===== config.mk =====
export PLATFORM = sky130hd
export DESIGN_NAME = logic_unit_pipe
export DESIGN_NICKNAME = d
export VERILOG_FILES = /design/src/rtl/logic_unit_pipe.sv
export SDC_FILE = /design/constraint.sdc
export NUM_CORES = 1
export LEC_CHECK = 0
export ABC_AREA = 1
export CAP_MARGIN = 30
export CORE_ASPECT_RATIO = 1.2
export CORE_MARGIN = 5
export CORE_UTILIZATION = 25
export CTS_BUF_LIST = sky130_fd_sc_hd__clkbuf_4 sky130_fd_sc_hd__clkbuf_8 sky130_fd_sc_hd__clkbuf_16
export DETAILED_ROUTE_END_ITERATION = 10
export GPL_TIMING_DRIVEN = 0
export PLACE_DENSITY_LB_ADDON = 0.3
export SLEW_MARGIN = 20
export SYNTH_ARGS = -nofsm -noshare
export SYNTH_HDL_FRONTEND = slang
export SYNTH_SLANG_ARGS = --single-unit

===== constraint.sdc =====
create_clock -name clk -period 1.5 [get_ports clk]
set_clock_uncertainty 0.15 [all_clocks]
set_input_delay 0.3 -clock clk [delete_from_list [all_inputs] [get_ports clk]]
set_output_delay 0.3 -clock clk [all_outputs]
set_load 0.05 [all_outputs]

===== src/rtl/logic_unit_pipe.sv =====
// Two-stage pipelined bitwise logic unit with valid/ready flow control,
// a running XOR accumulator and registered zero/parity flags on each result.
module logic_unit_pipe #(
    parameter int WIDTH = 8
) (
    input  logic             clk,
    input  logic             rst_n,
    input  logic             in_valid,
    output logic             in_ready,
    input  logic [WIDTH-1:0] a,
    input  logic [WIDTH-1:0] b,
    input  logic [2:0]       op,
    input  logic             acc_clr,
    output logic             out_valid,
    input  logic             out_ready,
    output logic [WIDTH-1:0] result,
    output logic             zero,
    output logic             parity,
    output logic [WIDTH-1:0] acc
);

    localparam logic [2:0] OP_AND  = 3'd0;
    localparam logic [2:0] OP_OR   = 3'd1;
    localparam logic [2:0] OP_NAND = 3'd2;
    localparam logic [2:0] OP_NOR  = 3'd3;
    localparam logic [2:0] OP_XOR  = 3'd4;
    localparam logic [2:0] OP_XNOR = 3'd5;
    localparam logic [2:0] OP_NOT  = 3'd6;
    localparam logic [2:0] OP_ACC  = 3'd7;

    function automatic logic parity_f(input logic [WIDTH-1:0] v);
        return ^v;
    endfunction

    function automatic logic zero_f(input logic [WIDTH-1:0] v);
        return (v == {WIDTH{1'b0}});
    endfunction

    logic             s1_valid_r;
    logic [WIDTH-1:0] s1_result_r;
    logic             s2_valid_r;
    logic [WIDTH-1:0] result_r;
    logic             zero_r;
    logic             parity_r;
    logic [WIDTH-1:0] acc_r;

    logic             accept_s;
    logic             s1_advance_s;
    logic             s2_drain_s;
    logic             in_ready_s;
    logic             acc_op_s;
    logic [WIDTH-1:0] acc_eff_s;
    logic [WIDTH-1:0] op_result_s;
    logic [WIDTH-1:0] acc_next_s;

    // S1 may move on whenever S2 is empty or is being drained this cycle, so
    // in_ready sees out_ready combinationally and the pipe runs bubble-free.
    assign s1_advance_s = s1_valid_r && (!s2_valid_r || out_ready);
    assign in_ready_s   = !s1_valid_r || s1_advance_s;
    assign accept_s     = in_valid && in_ready_s;
    assign s2_drain_s   = s2_valid_r && out_ready;
    assign acc_op_s     = accept_s && (op == OP_ACC);

    // Operation decode; a clear in the same cycle makes ACC see a zero accumulator.
    always_comb begin
        acc_eff_s   = {WIDTH{1'b0}};
        op_result_s = {WIDTH{1'b0}};
        if (acc_clr) begin
            acc_eff_s = {WIDTH{1'b0}};
        end else begin
            acc_eff_s = acc_r;
        end
        case (op)
            OP_AND:  op_result_s = a & b;
            OP_OR:   op_result_s = a | b;
            OP_NAND: op_result_s = ~(a & b);
            OP_NOR:  op_result_s = ~(a | b);
            OP_XOR:  op_result_s = a ^ b;
            OP_XNOR: op_result_s = ~(a ^ b);
            OP_NOT:  op_result_s = ~a;
            OP_ACC:  op_result_s = acc_eff_s ^ a;
            default: op_result_s = {WIDTH{1'b0}};
        endcase
    end

    // Accumulator next value: clear-with-ACC loads a, clear alone zeroes.
    always_comb begin
        acc_next_s = acc_r;
        if (acc_clr && acc_op_s) begin
            acc_next_s = a;
        end else if (acc_clr) begin
            acc_next_s = {WIDTH{1'b0}};
        end else if (acc_op_s) begin
            acc_next_s = acc_r ^ a;
        end else begin
            acc_next_s = acc_r;
        end
    end

    // Accumulator register, updated at the accept edge.
    always_ff @(posedge clk or negedge rst_n) begin
        if (!rst_n) begin
            acc_r <= {WIDTH{1'b0}};
        end else begin
            acc_r <= acc_next_s;
        end
    end

    // Stage 1: captures the computed result on accept.
    always_ff @(posedge clk or negedge rst_n) begin
        if (!rst_n) begin
            s1_valid_r  <= 1'b0;
            s1_result_r <= {WIDTH{1'b0}};
        end else if (accept_s) begin
            s1_valid_r  <= 1'b1;
            s1_result_r <= op_result_s;
        end else if (s1_advance_s) begin
            s1_valid_r  <= 1'b0;
        end
    end

    // Stage 2: output register with flags; holds steady while stalled.
    always_ff @(posedge clk or negedge rst_n) begin
        if (!rst_n) begin
            s2_valid_r <= 1'b0;
            result_r   <= {WIDTH{1'b0}};
            zero_r     <= 1'b1;
            parity_r   <= 1'b0;
        end else if (s1_advance_s) begin
            s2_valid_r <= 1'b1;
            result_r   <= s1_result_r;
            zero_r     <= zero_f(s1_result_r);
            parity_r   <= parity_f(s1_result_r);
        end else if (s2_drain_s) begin
            s2_valid_r <= 1'b0;
        end
    end

    assign in_ready  = in_ready_s;
    assign out_valid = s2_valid_r;
    assign result    = result_r;
    assign zero      = zero_r;
    assign parity    = parity_r;
    assign acc       = acc_r;

endmodule


[Yosys cells after proc, flatten, opt, wreduce, memory -nomap -nowiden]
Cells that the tools add are included.
Word-level totals
  output and inout bits: 20
  register bits after elaboration: 28
  word-level logic and storage cells: 47
  input bits: 24
Cells by class
  bitwise logic cells: 9
  multiplexer cells: 9
  eq/ne operators: 7
  reductions and logical operators: 15
Operators by type and width (number)
  8-bit case mux with 8 select lines: 1
  8-bit 2-to-1 mux: 4
  8-bit inverter: 4
  8-bit bitwise XOR: 3
  3-bit == test, second input constant: 4
  8-bit bitwise AND: 1
  8-bit zero test: 1
  8-bit OR: 1
  8-bit XOR reduction: 1
  3-bit by 2-bit == test with 1-bit output, second input constant: 2
  1-bit logical AND: 5
  1-bit 2-to-1 mux: 4
  2-bit nonzero test: 2
  3-bit by 1-bit == test with 1-bit output, second input constant: 1
  3-bit zero test: 1
  3-bit nonzero test: 1
  1-bit zero test: 2
  1-bit logical OR: 2

[Depth between registers and ports, before layout]
  depth in word-level cells: 9
  gate-level depth with buffers: 9
  gate-level depth less buffers: 9

[Worst setup path before layout]
Ideal clock, no wire load.
  path kind: register -> register
  start point: register s2_valid_r (netlist: out_valid)
  end point: register s1_result_r[7]
  data arrival time: 2030 ps
  data required time: 1234 ps
  setup slack: -796 ps
  stages on the path, launching flop included: 7
  cell sequence: dfrtp_1 nand3_1 nand2_2 clkbuf_1 nor2_1 nand2_1 nand2_1
Between the ends
  word-level cells in the longest chain between the ends: 5
RTL lines
  from (decl): line 41  | logic s2_valid_r;
  from (signal assigned): line 125  | s2_valid_r <= 1'b0;
  from (signal assigned): line 130  | s2_valid_r <= 1'b1;
  from (signal assigned): line 135  | s2_valid_r <= 1'b0;
  1-bit zero test: line 58  | assign s1_advance_s = s1_valid_r && (!s2_valid_r || out_ready);
  1-bit logical OR: line 58
  1-bit logical AND: line 58
  1-bit logical OR: line 59  | assign in_ready_s = !s1_valid_r || s1_advance_s;
  named net in_ready: line 9  | output logic in_ready,
  1-bit logical AND: line 60  | assign accept_s = in_valid && in_ready_s;
  to (signal assigned): line 113  | s1_result_r <= {WIDTH{1'b0}};
  to (signal assigned): line 116  | s1_result_r <= op_result_s;
  to (decl): line 40  | logic [WIDTH-1:0] s1_result_r;
The timed path passes the listed nets, and every way through them passes these cells.
A chain may end at the register's enable or synchronous reset.

[Worst setup path after layout]
  start point: register acc_r[6] (netlist: acc[6])
  end point: output acc[6]
RTL lines
  from (decl): line 45  | logic [WIDTH-1:0] acc_r;
  from (signal assigned): line 103  | acc_r <= {WIDTH{1'b0}};
  from (signal assigned): line 105  | acc_r <= acc_next_s;
  to (decl): line 19  | output logic [WIDTH-1:0] acc
No word-level cell between the ends.

==> flow_summary_export.csv <==
group,metric,value,unit
grt,antenna_found_initial,0,
synthesis,synth.yosys.seq_area_share,0.315,
drt,drt_pass1_iterations,4,
cts,cts_tree,"done",
placement,placed_area,2820,um2
finish,mostFrequentLayoutCell,"sky130_fd_sc_hd__nand2_1",
finish,layout-area-overhead-vs-synth,31.4,%
critical_path,crit_arrival,1010,ps
finish,finish.utilization,0.338,
timing,achievable-frequency,0.684,GHz
timing,period_minus_slack,1460,ps
power,cellLeakagePower,1.56,nW
critical_path,timing.critical_path.from_type,"flip-flop",
finish,fillerInstances,942,
floorplan,row_count,37,
grt,pin_count_of_the_biggest_net_entering_global_routing,29,
drt,routed_antenna_nets,0,
placement,gpl.final_weighted_congestion,0.870,
drt,drt_iter0_drc,89,
floorplan,coreArea,8660,um2
placement,pre_cts_slack,-694,ps
synthesis,post_synth_instance_area,2230,um2
critical_path,critPathBufInv,1,
power,power_density,903,nW/um2
grt,grt_pass1_wl,9.65,mm
grt,number_of_global_route_vias_before_repair,2106,
finish,design_area,2930,um2
timing,timing.final.hold_violations,0,
grt,grtUsageTotal,0.109,
floorplan,floorplan.initialDensity,0.258,
cts,clk_transition_reported_paths,90,ps
critical_path,cp-end-kind,"primary output",
timing,final-setup-viol-count,0,
critical_path,timing.critical_path.slowest_stage_cell,"sky130_fd_sc_hd__dfrtp_1",
timing,timing.slew.headroom,0.591,
synthesis,post_synthesis_register_bit_count,28,
grt,grt-ovfl-total,0,
cts,cts_root_buf,"sky130_fd_sc_hd__clkbuf_8",
finish,n_antenna_cell,0,
floorplan,io-pin-count,44,
cts,cts_max_level,1,
synthesis,syn_avg_cell_area,6.97,um2
timing,portion_of_the_clock_cycle_consumed_by_the_worst_path_in_the_final_layout,0.974,
power,peakVddDrop,0.345,mV
timing,timing_worst_slew_pin_value,613,ps
drt,remaining_drc_errors,0,
cts,cts_inserted_buffers,3,
critical_path,crit_path_max_fanout,2,
timing,postLayoutSetupSlackWorst,38.7,ps
synthesis,yosysWarnings,0,
floorplan,die_height,113,um
drt,via_count,2108,
finish,final_layout_size_suffix_gt1_frac,0.205,
synthesis,netlist_instances,320,
drt,routed_via_density,4.32,
synthesis,synth.distinct_cells,24,
min_path,hp-class,"in2reg",
cts,worstSkewPairLatency,270,ps
critical_path,critPathKind,"reg2out",
placement,hpwlAfterDp,4.53,mm
critical_path,timing.critical_path.cells,"clkdlybuf4s18_2",
critical_path,timing.critical_path.max_delay_family,"flip-flops",
finish,design.final.nets,416,
power,totalPowerFinal,2.64,mW
finish,most_used_cells_in_the_layout_excluding_fill_and_tap_cells,"sky130_fd_sc_hd__nand2_1 (88), sky130_fd_sc_hd__nand3_1 (32), sky130_fd_sc_hd__nor2_1 (31), sky130_fd_sc_hd__inv_1 (30), sky130_fd_sc_hd__dfrtp_1 (26)",
critical_path,cp_data_required_time,1050,ps
flow_run,maxCapViolations,0,
timing,fin_max_slew_vios,0,
synthesis,syn_nets,364,
run_status,run_status,"finished clean",
placement,place.port_buffers,42,
cts,num_clock_sinks,28,
timing,rsz0062_at_grt,"false",
drt,total_wirelength,5.66,mm
drt,post_detailed_route_wirelength_per_cell,11.6,um
cts,cts-root-to-sink-buffers,2,
critical_path,slowest_delay,390,ps
timing,timing.setup.tns,0,ps
floorplan,die_area,10900,um2
floorplan,die-width,96.2,um
area by class of cell:
class                           count  area [um2]  share of cell area
Tap cell                          117         146              0.0500
Timing Repair Buffer               47         415               0.142
Clock buffer                        4        55.1              0.0188
Multi-Input combinational cell    232        1330               0.452
Inverter                           46         175              0.0598
Buffer                             14         110              0.0376
Sequential cell                    28         703               0.240
logic make-up (layout without fill, tap and decap cells):
family | after synthesis | in the layout | synth area share
compound gates | 23 | 23 | 0.0516
xor+xnor | 11 | 11 | 0.0432
fa+ha+maj | 20 | 20 | 0.112
buf+inv | 60 | 111 | 0.121
flops | 28 | 28 | 0.315
simple gates | 178 | 178 | 0.357
cells in the mapped netlist, drive strengths merged:
cell type  instances  area (um2)
a21oi              5        25.0
nand3b             6        45.0
clkbuf             4        15.0
xor2               8        70.1
o21ai             18        90.1
inv               46         173
nand3             34         175
dfrtp             27         676
nor2              36         160
nand4             11        68.8
buf               10        82.6
ha                20         250
nand2             91         347
dfstp              1        26.3
xnor2              3        26.3
through the flow:
step                hold slack [ps]  cells
finish                          253    488
CTS                             258    485
global placement                313    479
global route                    271    488
detailed placement              199    479
floorplan                      -146    320
layer usage:
layer / up-vias / global-route usage / routed length, um
met2: 63 / 0.193 / 2880
met1: 937 / 0.141 / 2460
met3: 4 / 0.00594 / 280
met4: 0 / 0.0294 / 44
met5: - / 0 / 0
li1: 1104 / - / -
report_power, final:
part	internal [mW]	leakage, nW	switching, mW
sequential	0.894	0.356	0.0747
clock	0.235	0.0288	0.219
combinational	0.439	1.18	0.783
final timing paths:
check | from | endpoint | slack (ps) | cells after the start
setup / recovery | acc[6] | acc[6] | 40 | 1
hold / removal | acc_clr | acc[1] | 250 | 4
setup reg to reg | s1_result_r[0] | parity | 100 | 5
hold reg to reg | s1_result_r[6] | s1_result_r[6] | 340 | 2
max in group asynchronous | rst_n | out_valid | 360 | 2
min in group asynchronous | rst_n | s1_valid_r | 410 | 2
registers in the layout, summed over array words and instances (netlist names):
register,flops
acc,8
zero,1
s1_result_r,8
result,8
s1_valid_r,1
out_valid,1
parity,1
repair_timing:
item | in CTS | in global routing
resized for setup | 101 | 33
hold buffers | 1 | 0
setup buffers | 1 | 3
gates cloned | 0 | 0
pin swaps | 7 | 3
hold endpoints to repair | 27 | 0
endpoints found under the setup margin | 36 | 15
Power figures use the tool's default switching activity.
